$ cat config.mk
export PLATFORM = sky130hd
export DESIGN_NAME = dcache_mem_stage_ctrl
export DESIGN_NICKNAME = d
export VERILOG_FILES = /design/src/rtl/dcache_mem_stage_ctrl.sv
export SDC_FILE = /design/constraint.sdc
export NUM_CORES = 1
export LEC_CHECK = 0
export CORE_ASPECT_RATIO = 0.8
export CORE_UTILIZATION = 35
export DETAILED_ROUTE_END_ITERATION = 8
export PLACE_DENSITY = 0.71
export SLEW_MARGIN = 5
export SYNTH_ARGS = -nofsm -noshare
export SYNTH_HDL_FRONTEND = slang
export SYNTH_SLANG_ARGS = --single-unit
$ cat constraint.sdc
create_clock -name clk -period 1.94 [get_ports clk]
set_input_delay 0.388 -clock clk [delete_from_list [all_inputs] [get_ports clk]]
set_output_delay 0.388 -clock clk [all_outputs]
set_load 0.05 [all_outputs]
$ cat src/rtl/dcache_mem_stage_ctrl.sv
// rtl/dcache_mem_stage_ctrl.sv - MEM-stage request/stall/response controller in front of the data cache
// Optional hit/miss statistics counters are built only when DCACHE_STAT_EN is defined.
module dcache_mem_stage_ctrl #(
    parameter int ADDR_W  = 32,
    parameter int DATA_W  = 32,
    parameter int TIMEOUT = 255
) (
    input  logic              clk,
    input  logic              reset,
    input  logic              req_valid,
    input  logic              req_read,
    input  logic              req_write,
    input  logic [ADDR_W-1:0] req_addr,
    input  logic [DATA_W-1:0] req_wdata,
    output logic              cache_input_valid,
    output logic [ADDR_W-1:0] cache_addr,
    output logic              cache_mem_read,
    output logic              cache_mem_write,
    output logic [DATA_W-1:0] cache_din,
    input  logic              cache_ready,
    input  logic              cache_output_valid,
    input  logic              cache_hit,
    input  logic [DATA_W-1:0] cache_dout,
    output logic              stall,
    output logic [DATA_W-1:0] rdata,
    output logic              rdata_valid,
    output logic              err_timeout,
    output logic [31:0]       hit_count,
    output logic [31:0]       miss_count
);

    typedef enum logic [1:0] {
        S_IDLE = 2'd0,
        S_BUSY = 2'd1,
        S_RESP = 2'd2
    } state_t;

    // The watchdog compares against the low 8 bits only, matching the 8-bit busy counter.
    localparam logic [7:0] TIMEOUT_CMP = 8'(TIMEOUT);

    state_t            state_q, state_d;
    logic [ADDR_W-1:0] addr_q, addr_d;
    logic [DATA_W-1:0] wdata_q, wdata_d;
    logic              read_q, read_d;
    logic              write_q, write_d;
    logic [7:0]        busy_cnt_q, busy_cnt_d;
    logic [DATA_W-1:0] rdata_q, rdata_d;
    logic              err_q, err_d;

    logic op;
    logic done_hit;
    logic req_is_write;

    assign op           = req_valid && (req_read || req_write);
    assign done_hit     = cache_hit && cache_output_valid;
    // Read wins when both are set, so a write is only a write when read is low.
    assign req_is_write = req_write && !req_read;

    // Next-state and output decode; everything is forced to 0 while reset is asserted.
    always_comb begin
        state_d           = state_q;
        addr_d            = addr_q;
        wdata_d           = wdata_q;
        read_d            = read_q;
        write_d           = write_q;
        busy_cnt_d        = busy_cnt_q;
        rdata_d           = rdata_q;
        err_d             = err_q;
        cache_input_valid = 1'b0;
        cache_addr        = '0;
        cache_mem_read    = 1'b0;
        cache_mem_write   = 1'b0;
        cache_din         = '0;
        stall             = 1'b0;
        rdata             = '0;
        rdata_valid       = 1'b0;
        err_timeout       = 1'b0;
        if (!reset) begin
            err_timeout = err_q;
            case (state_q)
                S_IDLE: begin
                    if (op) begin
                        cache_input_valid = cache_ready;
                        cache_addr        = req_addr;
                        cache_mem_read    = req_read;
                        cache_mem_write   = req_is_write;
                        cache_din         = req_wdata;
                        if (done_hit) begin
                            rdata_valid = 1'b1;
                            rdata       = req_read ? cache_dout : '0;
                        end else begin
                            stall      = 1'b1;
                            addr_d     = req_addr;
                            wdata_d    = req_wdata;
                            read_d     = req_read;
                            write_d    = req_is_write;
                            busy_cnt_d = '0;
                            state_d    = S_BUSY;
                        end
                    end
                end
                S_BUSY: begin
                    // Only the held copy reaches the cache so upstream changes cannot disturb the miss.
                    cache_input_valid = cache_ready;
                    cache_addr        = addr_q;
                    cache_mem_read    = read_q;
                    cache_mem_write   = write_q;
                    cache_din         = wdata_q;
                    stall             = 1'b1;
                    busy_cnt_d        = (busy_cnt_q == 8'hFF) ? busy_cnt_q : busy_cnt_q + 8'd1;
                    if (busy_cnt_q == TIMEOUT_CMP) begin
                        err_d       = 1'b1;
                        err_timeout = 1'b1;
                    end
                    if (done_hit) begin
                        rdata_d = read_q ? cache_dout : '0;
                        state_d = S_RESP;
                    end
                end
                S_RESP: begin
                    rdata_valid = 1'b1;
                    rdata       = rdata_q;
                    addr_d      = '0;
                    wdata_d     = '0;
                    read_d      = 1'b0;
                    write_d     = 1'b0;
                    busy_cnt_d  = '0;
                    rdata_d     = '0;
                    state_d     = S_IDLE;
                end
                default: state_d = S_IDLE;
            endcase
        end
    end

    // State, hold registers, watchdog counter and sticky error flag.
    always_ff @(posedge clk) begin
        if (reset) begin
            state_q    <= S_IDLE;
            addr_q     <= '0;
            wdata_q    <= '0;
            read_q     <= 1'b0;
            write_q    <= 1'b0;
            busy_cnt_q <= '0;
            rdata_q    <= '0;
            err_q      <= 1'b0;
        end else begin
            state_q    <= state_d;
            addr_q     <= addr_d;
            wdata_q    <= wdata_d;
            read_q     <= read_d;
            write_q    <= write_d;
            busy_cnt_q <= busy_cnt_d;
            rdata_q    <= rdata_d;
            err_q      <= err_d;
        end
    end

`ifdef DCACHE_STAT_EN
    logic        hit_inc;
    logic        miss_inc;
    logic [31:0] hit_cnt_q;
    logic [31:0] miss_cnt_q;

    assign hit_inc  = !reset && (state_q == S_IDLE) && op && done_hit;
    assign miss_inc = !reset && (state_q == S_IDLE) && op && !done_hit;

    // Free-running wrap-around hit/miss statistics.
    always_ff @(posedge clk) begin
        if (reset) begin
            hit_cnt_q  <= '0;
            miss_cnt_q <= '0;
        end else begin
            if (hit_inc)  hit_cnt_q  <= hit_cnt_q + 32'd1;
            if (miss_inc) miss_cnt_q <= miss_cnt_q + 32'd1;
        end
    end

    assign hit_count  = hit_cnt_q;
    assign miss_count = miss_cnt_q;
`else
    assign hit_count  = '0;
    assign miss_count = '0;
`endif

endmodule

==> results.py, run 1 <==
metrics = {
    "routing": {
        "first_iter_violations": 294,
        "drt-met1-wl_mm": 8.43,
        "ant_nets": 0,
        "drc": 0,
        "viasPerCell": 5.41,
        "wl_mm": 20.9,
        "met2RoutedLength_mm": 10.6,
        "vias": 5904,
        "top_layer_used": "met4",
        "wl_per_cell_um": 19.1,
        "firstDrtPassIters": 5,
        "dr_wl_met3_mm": 1.40,
    },
    "placed_design": {
        "port_buffers": 205,
        "place_worst_setup_slack_ns": -0.561,
        "gp_congestion": 0.760,
        "hpwlAfterDp_mm": 12.8,
    },
    "clock_tree": {
        "cts_buffers": 9,
        "clkLatencyLatePin_ns": 0.34,
        "cts.clk_slew.worst_paths_ns": 0.07,
        "hold_buffers": 0,
        "cts.htree.levels": 3,
        "cts.sinks": 109,
        "cts_tree": "yes",
        "cts_root_buf": "clkbuf_16",
        "cts_buffer_depth": 2,
    },
    "sta": {
        "fin_tns_setup_ns": -26.20,
        "tightest_slew_ns": 0.642,
        "rsz0062_at_grt": "true",
        "clock.fmax_mhz": 439,
        "hold_viol": 0,
        "slew_headroom_pct": 57.1,
        "setup_ws_ns": -0.338,
        "slew_violations": 0,
        "skew_ns": 0.00682,
        "setup_viol": 102,
        "period_minus_slack_ns": 2.28,
        "post-route-period-util_pct": 117,
    },
    "floorplanning": {
        "dieArea_um2": 16300,
        "core_area_um2": 15200,
        "row_count": 40,
        "die_h_um": 114,
        "boundaryPins": 270,
        "start_util_pct": 36.3,
        "fp.dieW_um": 143,
    },
    "setup_path": {
        "required_ns": 1.55,
        "worst_setup_path_end_kind": "output port",
        "critical_path.startpoint_type": "flop",
        "ff2ff_setup_slack_ns": 0.06,
        "worstPathArrival_ns": 1.89,
        "critPathMaxFanout": 16,
        "reg2reg_depth": 8,
        "crit_type": "reg -> out",
    },
    "yosys": {
        "synth-edff-count": 0,
        "synthArstFlopShare_pct": 0,
        "ys_ff_latch": 109,
        "ys_seq_area_share_pct": 39.5,
        "synth_top_area_cell": "dfxtp_1",
        "ys_warn_count": 0,
        "synth_top_area_share_pct": 39.5,
        "synth_ff_type": "dfxtp_1",
        "synth_cell_types": 47,
        "synth_area_leaders": "dfxtp_1 (39%), a22oi_1 (13%), a22o_1 (11%)",
        "syn_area_per_cell_um2": 8.40,
        "netlist_area_um2": 5530,
        "postSynthCellCount": 658,
    },
    "finish": {
        "syn_to_final_growth_pct": 90.6,
        "antennaDiodeCount": 0,
        "final_util_pct": 69.3,
        "drive_gt1_share_pct": 44.4,
        "final_nets": 982,
    },
    "global_routing": {
        "grt.overflow.total": 0,
        "first_global_vias": 6014,
        "track_usage_pct": 25.8,
        "grt_antenna_before_repair": 0,
        "grt_max_degree": 33,
        "grt_pass1_wl_mm": 32.6,
    },
    "min_path": {
        "hp-class": "in -> reg",
        "min_path_cells": 3,
    },
    "run": {
        "maxCapViolCount": 0,
    },
    "pwr": {
        "peakVddDrop_mv": 0.477,
        "powerDensity_nw_per_um2": 606,
        "p_leak_nw": 3.76,
    },
    "status": {
        "status": "finished, violations left",
        "violations": "setup timing",
    },
}
==> final cells by class <==
| type | instances | area [um^2] |
|---|---|---|
| Timing Repair Buffer | 269 | 3820 |
| Clock buffer | 11 | 233 |
| Multi-Input combinational cell | 486 | 3960 |
| Sequential cell | 109 | 2190 |
| Tap cell | 210 | 263 |
| Inverter | 2 | 7.51 |
| Clock inverter | 5 | 67.6 |
| Fill cell | 1120 | 4680 |
==> final timing paths <==
kind	from	end
setup / recovery	state_q[0]$_SDFFE_PP0P_	rdata[31]
hold / removal	req_read	read_q$_SDFFE_PP0P_
hold reg to reg	wdata_q[29]$_SDFFE_PP0P_	wdata_q[29]$_SDFFE_PP0P_
setup reg to reg	state_q[0]$_SDFFE_PP0P_	addr_q[6]$_SDFFE_PP0P_
==> where the power goes <==
group	internal (mW)	switching, mW	leakage, nW	total, mW
logic	0.861	1.24	2.72	2.11
registers	2.32	0.0644	0.888	2.39
clock network	1.02	0.875	0.146	1.90
total	4.21	2.18	3.76	6.39
==> synth_stat cells, types with 4 or more instances <==
master / n
clkbuf_1: 21
buf_4: 75
a22oi_1: 96
and2_1: 4
buf_2: 24
a21oi_1: 38
nand3_1: 4
a22o_1: 71
nor2_1: 103
nand2_1: 58
dfxtp_1: 109
==> layout by cell type, fill, tap and decap left out, drive strengths merged, types with 3 or more instances in the layout <==
cell           instances
a21o                   3
a21oi                 38
a22o                  71
a22oi                 96
and2                   4
and3                   3
buf                  167
clkbuf                12
clkdlybuf4s50         98
conb                  64
dfxtp                109
inv                    4
nand2                 58
nand3                  5
nand4                  3
nor2                 107
nor3                   3
o21ai                  3
or2                    5
==> layer usage <==
layer / vias to the layer above / track usage (%)
li1: 2699 / -
met1: 2938 / 31.7
met2: 227 / 44.1
met3: 40 / 6.36
met4: 0 / 8.39
met5: - / 0
==> state kept, by name, indices dropped and copies added (netlist names) <==
register,flops
rdata_q,32
state_q,2
wdata_q,32
write_q,1
addr_q,32
read_q,1
err_q,1
busy_cnt_q,8
==> cells by family (layout without fill, tap and decap cells) <==
family,after synthesis,in the layout,share of synthesized area (%)
flip-flops,109,109,39.5
AND/OR/NAND/NOR,198,200,15.6
other,1,64,0.0678
buffers and inverters,128,287,14.6
AO/OA/AOI/OAI,221,221,30.0
adder cells (fa/ha/maj),1,1,0.226
==> critical path, cell delays in order, from the launching register on <==
cell     delay (ns)
dfxtp_4        0.37
nor3b_4        0.20
buf_4          0.15
and3_4         0.24
buf_16         0.18
a22oi_2        0.07
nor2_2         0.16
buf_12         0.16
==> stage by stage <==
stage | cell area [um^2] | power, mW | cells | hold WS (ns)
final | 10500 | 6.39 | 1092 | 0.388
after global routing | 10500 | 6.62 | 1092 | 0.401
after CTS | 10300 | 6.35 | 1088 | 0.373
after detailed placement | 9100 | 4.18 | 1045 | 0.451
after global placement | 9100 | 4.15 | 1045 | 0.444
after floorplan | 6650 | 3.64 | 721 | 0.435
==> timing repair <==
action | in CTS | in global routing
cloned | 14 | 1
pin swaps | 41 | 15
setup endpoints to repair | 142 | 102
buffers inserted | 14 | 3
gates resized for setup | 130 | 32
No activity file was read; power rests on OpenSTA's default activity.
==> run 2: changes to the inputs <==
--- a/config.mk
+++ b/config.mk
@@ -9,6 +9,7 @@
 export CORE_UTILIZATION = 35
 export DETAILED_ROUTE_END_ITERATION = 8
 export PLACE_DENSITY = 0.71
+export RECOVER_POWER = 50
 export SLEW_MARGIN = 5
 export SYNTH_ARGS = -nofsm -noshare
 export SYNTH_HDL_FRONTEND = slang
==> results.py, run 2 (synthesis gave the netlist of run 1 again) <==
metrics = {
    "setup_path": {
        "critical_path.startpoint_type": "flop",
        "worstPathArrival_ns": 1.89,
        "required_ns": 1.55,
        "critPathMaxFanout": 16,
        "crit_type": "reg -> out",
        "worst_setup_path_end_kind": "output port",
    },
    "finish": {
        "final_nets": 982,
        "drive_gt1_share_pct": 44.2,
        "largestRegisters": "addr_q x32, rdata_q x32, wdata_q x32",
        "mostFrequentLayoutCell": "dfxtp_1",
        "syn_to_final_growth_pct": 90.3,
        "layout_common_cells": "dfxtp_1 (105), clkdlybuf4s50_1 (98), nor2_4 (87)",
        "antennaDiodeCount": 0,
    },
    "global_routing": {
        "grt_pass1_wl_mm": 32.6,
        "grt.overflow.total": 0,
        "busiest_layer": "met2",
        "grt_max_degree": 33,
        "use_met3_pct": 6.36,
        "first_global_vias": 6014,
        "grtUsageMet1_pct": 31.7,
        "grt_antenna_before_repair": 0,
        "grtUsageMet2_pct": 44.1,
        "track_usage_pct": 25.8,
    },
    "placed_design": {
        "hpwlAfterDp_mm": 12.8,
        "place_worst_setup_slack_ns": -0.561,
        "port_buffers": 205,
        "gp_congestion": 0.760,
    },
    "clock_tree": {
        "cts_tree": "yes",
        "cts.clk_slew.worst_paths_ns": 0.07,
        "cts_root_buf": "clkbuf_16",
        "cts.htree.levels": 3,
        "hold_buffers": 0,
        "cts.sinks": 109,
        "cts_buffers": 9,
        "cts_buffer_depth": 2,
        "clkLatencyLatePin_ns": 0.34,
    },
    "sta": {
        "setup_ws_ns": -0.336,
        "skew_ns": 0.00667,
        "slew_violations": 0,
        "rsz0062_at_grt": "true",
        "hold_viol": 0,
        "tightest_slew_ns": 0.655,
        "clock.fmax_mhz": 439,
        "slew_headroom_pct": 56.2,
        "setup_viol": 103,
        "post-route-period-util_pct": 117,
        "worst_hold_slack_ns": 0.392,
        "period_minus_slack_ns": 2.28,
    },
    "routing": {
        "wl_mm": 20.8,
        "wl_per_cell_um": 19.1,
        "vias": 5861,
        "ant_nets": 0,
        "first_iter_violations": 292,
        "drc": 0,
        "viasPerCell": 5.37,
        "firstDrtPassIters": 4,
    },
    "floorplanning": {
        "row_count": 40,
        "dieArea_um2": 16300,
        "start_util_pct": 36.3,
        "fp.dieW_um": 143,
        "boundaryPins": 270,
        "die_h_um": 114,
        "core_area_um2": 15200,
    },
    "pwr": {
        "powerDensity_nw_per_um2": 607,
        "p_leak_nw": 3.76,
        "peakVddDrop_mv": 0.473,
    },
    "run": {
        "maxCapViolCount": 0,
    },
    "min_path": {
        "hp-class": "in -> reg",
    },
    "status": {
        "status": "finished, violations left",
        "violations": "setup timing",
    },
}
-- run 2: cell counts in the layout (fill, tap and decap cells not counted) --
No cell type changed its count.
-- run 2: where the power goes --
part	leakage [nW]	internal [mW]	switching [mW]
Combinational	2.72	0.861	1.24
Sequential	0.888	2.32	0.0641
Clock	0.146	1.02	0.871
-- run 2: worst max-delay path, cell delays in order (launching register included) --
cell     delay (ns)
dfxtp_2        0.35
nor3b_4        0.22
buf_4          0.15
and3_4         0.24
buf_16         0.18
a22oi_2        0.07
nor2_2         0.16
buf_12         0.16
-- run 2: stage by stage --
stage                     instance area, um^2  util [%]  total power, mW  TNS [ns]  instances
after global routing                    10500      69.2             6.62    -34.67       1092
after global placement                   9100      59.8             4.15    -66.69       1045
final                                   10500      69.2             6.38    -26.27       1092
after floorplan                          6650         -             3.64     -4.10        721
after detailed placement                 9100      59.8             4.18    -74.25       1045
after CTS                               10300      67.9             6.35    -22.54       1088
-- run 2: area by class of cell --
cell class / count / area, um^2
flip-flops and latches: 109 / 2190
well taps: 210 / 263
fillers: 1122 / 4690
inverters: 2 / 7.51
clock inverters: 5 / 67.6
multi-input cells: 486 / 3940
clock buffers: 11 / 233
repair buffers: 269 / 3820
-- run 2: what timing repair did --
| item | in CTS | in global routing |
|---|---|---|
| setup endpoints to repair | 142 | 102 |
| resized for setup | 130 | 32 |
| buffers inserted | 14 | 3 |
| pin swaps | 41 | 15 |
| cloned | 14 | 1 |
-- run 2: final timing paths --
check	from	endpoint	slack, ns	cells after the start
max	state_q[1]$_SDFFE_PP0P_	rdata[31]	-0.34	7
max reg2reg	busy_cnt_q[0]$_SDFFE_PP0P_	busy_cnt_q[5]$_SDFFE_PP0P_	-0.02	5
min	req_read	read_q$_SDFFE_PP0P_	0.39	3
min reg2reg	wdata_q[29]$_SDFFE_PP0P_	wdata_q[29]$_SDFFE_PP0P_	0.47	2
-- run 2: routing by layer --
metal	part of all wire, %	vias to the layer above	wire length [um]
met1	41	2902	8490
met4	2.2	0	457
li1	-	2697	-
met5	0	-	0
met3	6.7	36	1400
met2	50	226	10500
==> RTL edit 1 (config.mk and constraints of run 2) <==
Build with the macro `DCACHE_STAT_EN` defined.
--- a/src/rtl/dcache_mem_stage_ctrl.sv
+++ b/src/rtl/dcache_mem_stage_ctrl.sv
@@ -2,2 +2,4 @@
 // Optional hit/miss statistics counters are built only when DCACHE_STAT_EN is defined.
+`define DCACHE_STAT_EN
+
 module dcache_mem_stage_ctrl #(
Function: changed (a bounded check fails within 4 cycles, from zero or initial values and one cycle with reset high).
==> RTL edit 1 against run 2 <==
  * The run still ends with setup timing left
  * Worst setup slack got worse by 41 ps
  * Register-to-register slack worse by 240 ps
  * Maximum frequency is 1.8% lower
  * Utilization is 3.2 points higher
  * Non-clock buffer count rose by 165
  * Routed wire length up 73%
  * Sequential power increased by 55%
  * Final area is 62% higher
  * Global-route usage about the same
  * Total power up 46%
  * Area after synthesis rose by 53%
  * Sequential cell count grew 64
  * Critical path type unchanged
  * Highest routed layer unchanged
==> RTL edit 1: results (changes against run 2) <==
[place]
portBuffers = 269  ; +31%
dpl_worst_slack_ps = -677.9  ; -116.7 ps
dp_hpwl_mm = 20.31  ; +59%

[grt]
grt_pass1_vias = 9633  ; +60%
grt_pass1_wl_mm = 51.33  ; +57%
grt_max_degree = 51  ; +55%
antenna_found_initial = 1  ; +1
grt_usage_pct = 25.79  ; about the same

[setup_path]
critPathArrivalTime_ps = 1930  ; +40 ps
cp_slowest_cell = dfxtp_4
cp_top_family = buffers and inverters
critical-path-max-stage-delay_ps = 370  ; +20 ps
cp_max_fo = 8  ; -8

[pwr]
peakVddDrop_mv = 0.5685  ; +20%
sw_frac_of_total_pct = 30.54  ; -3.6 points

[clocking]
cts.htree.levels = 4  ; +1
worstSkewPairLatency_ps = 420  ; +80 ps

[detailed_routing]
vias = 10250  ; +75%
drt_iter0_drc = 638  ; +120%

[sta]
skew_ps = 17.50  ; +10.83 ps
layout_setup_ws_ps = -376.3  ; -40.76 ps
finalSetupTns_ps = -40550  ; -14280 ps
setup_violations = 222  ; +120%

[cells_and_area]
fillers = 1639  ; +46%
final_nets = 1561  ; +59%
drive_above_1_share_pct = 51.09  ; +6.9 points

[synthesis]
yosysUniqueCellTypes = 50  ; +6.4%
ys_ff_latch = 173  ; +59%
yosysSeqAreaShare_pct = 40.87  ; +1.4 points
yosys-top-cells-count = dfxtp_1 (173), nor2_1 (161), a22oi_1 (128)
synth_area_leaders = dfxtp_1 (41%), a22oi_1 (11%), nor2_1 (7.1%)

[status]
violations = setup timing
outcome = finished, violations left

-- RTL edit 1: final timing paths --
| path | to | slack [ps] | cells after the start | start |
|---|---|---|---|---|
| max | cache_din[14] | -380 | 7 | state_q[0] |
| min | miss_count[7] | 260 | 3 | reset |
| max reg2reg | hit_count[20] | -260 | 9 | state_q[1] |
| min reg2reg | addr_q[15] | 470 | 2 | addr_q[15] |
-- RTL edit 1: repair_timing --
action,in CTS,in global routing
resized for setup,171,250
endpoints found under the hold margin,0,0
gates cloned,16,11
setup buffers,36,20
pin swaps,113,193
setup endpoints to repair,228,210
hold buffers,0,0
-- RTL edit 1: logic make-up after synthesis --
logic type      count (synthesis)  share of synthesized area, %
flops                         173                         40.87
xor+xnor                       13                         1.344
fa+ha+maj                       3                        0.4430
simple gates                  483                         27.42
mux                            11                         1.418
buf+inv                       111                         5.050
compound gates                305                         23.45
-- RTL edit 1: layer usage --
layer	up-vias	wire [um]	track usage (%)
met5	-	0	0
met4	0	729	7.551
met3	53	2616	6.904
met2	385	17460	42.90
met1	5067	15180	32.58
li1	4745	-	-
-- RTL edit 1: per-stage QoR --
| step | hold WS [ps] | area (um^2) | cells |
|---|---|---|---|
| detailed placement | 446.9 | 14020 | 1676 |
| global placement | 441.9 | 14020 | 1676 |
| finish | 257.4 | 17060 | 1779 |
| global route | 242.0 | 17060 | 1778 |
| CTS | 238.2 | 15760 | 1756 |
| floorplan | 436.8 | 9552 | 1099 |
-- RTL edit 1: area by class of cell --
class                           instances  area (um^2)  area share (%)
Inverter                               10        37.54          0.2200
Tap cell                              312        390.4           2.288
Sequential cell                       173         3567           20.91
Multi-Input combinational cell        818         6930           40.63
Clock inverter                         12        110.1          0.6454
Timing Repair Buffer                  434         5578           32.70
Clock buffer                           19        442.9           2.596
Antenna cell                            1        2.502         0.01467
-- RTL edit 1: power groups by stage --
stage	combinational, mW	sequential, mW	clock (mW)
floorplan	0.932	3.75	0
global placement	1.76	3.74	0
global route	2.38	3.71	3.54
finish	2.28	3.70	3.34
CTS	2.03	3.67	3.39
detailed placement	1.78	3.75	0
-- RTL edit 1: worst register-to-register path: cells and delay by family (launching register included) --
| family | cells | cell delay (ps) |
|---|---|---|
| simple gates | 3 | 1030 |
| buf+inv | 5 | 620 |
| compound gates | 1 | 130 |
| flops | 1 | 350 |
==> RTL edit 2 (flow settings as in run 2) <==
Without the edit above. The 3 states of `state_t` get a one-hot encoding in 3 bits.
--- a/src/rtl/dcache_mem_stage_ctrl.sv
+++ b/src/rtl/dcache_mem_stage_ctrl.sv
@@ -31,6 +31,6 @@
 
-    typedef enum logic [1:0] {
-        S_IDLE = 2'd0,
-        S_BUSY = 2'd1,
-        S_RESP = 2'd2
+    typedef enum logic [2:0] {
+        S_IDLE = 3'b001,
+        S_BUSY = 3'b010,
+        S_RESP = 3'b100
     } state_t;
Function: same outputs for any inputs over 4 cycles, from zero or initial values and one cycle with reset high; so few cycles prove little.
==> RTL edit 2 against run 2 <==
  * The run still ends with setup timing left
  * Utilization grew 0.98 points
  * Final area grew 10%
  * Non-clock buffer count grew 22
  * Area after synthesis grew 7.2%
  * Maximum frequency shrank 1.8%
  * Cell count grew 16%
  * Largest power group unchanged
  * Clock skew shrank 1.0 ps
  * Register-to-register slack lost 120 ps
  * Critical path type unchanged
  * Sequential cell count grew 1
  * Routed wire length grew 13%
  * Count of clock-buffer cells in the layout shrank 1
  * Worst setup slack lost 43 ps
  * Total power shrank 0.36%
  * Hold slack gained 63 ps
==> RTL edit 2: results (changes against run 2) <==
[grt]
grt_pass1_vias = 6256  ; +4.0%
grt_use_met3_pct = 7.490  ; +1.1 points
grt_max_degree = 57  ; +73%
grt_usage_pct = 23.74  ; -2.0 points
grt-ovfl-total = 0  ; unchanged
antenna_found_initial = 3  ; +3
grt_use_met1_pct = 30.23  ; -1.5 points
grt_pass1_wl_mm = 33.18  ; +1.6%
met2_usage_pct = 38.50  ; -5.6 points

[setup_path]
cp_top_family = buffers and inverters
critical_path_required_ps = 1550  ; about the same
critical-path-max-stage-delay_ps = 330  ; -20 ps
rrSetupSlack_ps = -140  ; -120 ps
cp_max_fo = 16  ; unchanged

[hold_path]
worstHoldPathType = register to register

[synthesis]
yosys.area_share.adder_pct = 0.2110  ; -0.015 points
yosysUniqueCellTypes = 38  ; -19%
synthMuxAreaShare_pct = 0  ; unchanged
synth_area_leaders = dfxtp_1 (37%), a22oi_1 (12%), a21oi_1 (8.7%)
yosysSeqAreaShare_pct = 37.14  ; -2.3 points
postSynth.asyncResetShare_pct = 0  ; unchanged
synth-xor-area-share_pct = 0.1477  ; +0.15 points
yosys-top-cells-count = dfxtp_1 (110), nor2_1 (107), nand2_1 (104)
synth_compound_area_share_pct = 23.57  ; -6.5 points
yosys_warnings = 0  ; unchanged

[sta]
skew_ps = 5.641  ; -1.026 ps
layout_setup_ws_ps = -378.2  ; -42.67 ps
setup_violations = 133  ; +29%
finalHoldWorstSlack_ps = 455.2  ; +63.18 ps

[status]
violations = setup timing
outcome = finished, violations left

[detailed_routing]
vias = 6791  ; +16%
wl_met1_mm = 10.18  ; +20%
wl_met2_mm = 11.31  ; +8.0%
drt_iter0_drc = 520  ; +78%
routed.top_layer = met4
met3WireLength_mm = 1.746  ; +25%
drtPass1Iterations = 5  ; +1
wirelength_mm = 23.62  ; +13%

[clocking]
clk_transition_reported_paths_ps = 70  ; about the same
cts.htree.levels = 3  ; unchanged
ctsRootBufferMaster = clkbuf_16
cts_buffer_depth = 2  ; unchanged
cts_buffers = 9  ; unchanged
worstSkewPairLatency_ps = 360  ; +20 ps

[place]
place_congestion = 0.7774  ; +2.3%
dp_hpwl_mm = 12.96  ; +1.6%
portBuffers = 205  ; unchanged
dpl_worst_slack_ps = -502.0  ; +59.25 ps

[pwr]
sw_frac_of_total_pct = 33.83  ; -0.30 points
p_clk_share_pct = 29.5  ; -0.2 points
peakVddDrop_mv = 0.5054  ; +6.8%
p_seq_mw = 2.39  ; about the same
power.total_mw = 6.361  ; -0.36%
leakagePower_nw = 3.883  ; +3.4%

[cells_and_area]
fillers = 1203  ; +7.2%
top_regs = addr_q (32), rdata_q (32), wdata_q (32)
drive_above_1_share_pct = 41.77  ; -2.4 points
final_nets = 1139  ; +16%

RTL edit 2: changes by cell type in the layout (fill, tap and decap cells not counted), moves of 7 or more:
cell       before  now
buf_8          17    7
nor2_2         18    4
a21oi_2         1    8
nand3_1         3   92
nor2_4         87   99
nand3_2         2    9
buf_12         85  111
clkbuf_16      10   19
nand2_1        57   97
a21oi_1        35   93
a22o_1         71    0
RTL edit 2: timing repair:
item,CTS,global route
gates resized for setup,101,90
endpoints found under the setup margin,158,137
pin swaps,36,67
buffers inserted,14,9
gates cloned,10,13
RTL edit 2: stage by stage:
step	util (%)	cells	setup TNS, ps	area, um^2
5_1_grt	70.16	1262	-42480	11610
4_1_cts	66.11	1240	-30610	10940
3_5_place_dp	59.27	1200	-66730	9811
3_3_place_gp	59.27	1200	-60940	9811
2_1_floorplan	-	875	-3794	6964
6_report	70.16	1262	-32260	11610
RTL edit 2: final timing paths:
path	startpoint	end	cells after the start
min reg2reg	addr_q[29]	addr_q[29]	2
max	state_q[2]	rdata[21]	8
max reg2reg	state_q[2]	rdata_q[13]	9
min	addr_q[29]	addr_q[29]	2
RTL edit 2: worst register-to-register path: stages (launching register included):
cell and delay (ps):
dfxtp_2 330, buf_6 120, buf_4 130, or3b_4 400
buf_6 140, buf_8 130, nor2_4 250, clkbuf_16 230
nand3_1 90, a21oi_1 190
RTL edit 2: layout make-up:
cell class	instances	area (um^2)	area share, %
sequential	110	2206	18.99
clock inverter	6	62.56	0.5387
inverter	2	7.507	0.06464
clock buffer	10	229.0	1.972
multi-input combinational	620	4501	38.75
tap	220	275.3	2.370
antenna	3	7.507	0.06464
timing repair buffer	291	4325	37.24
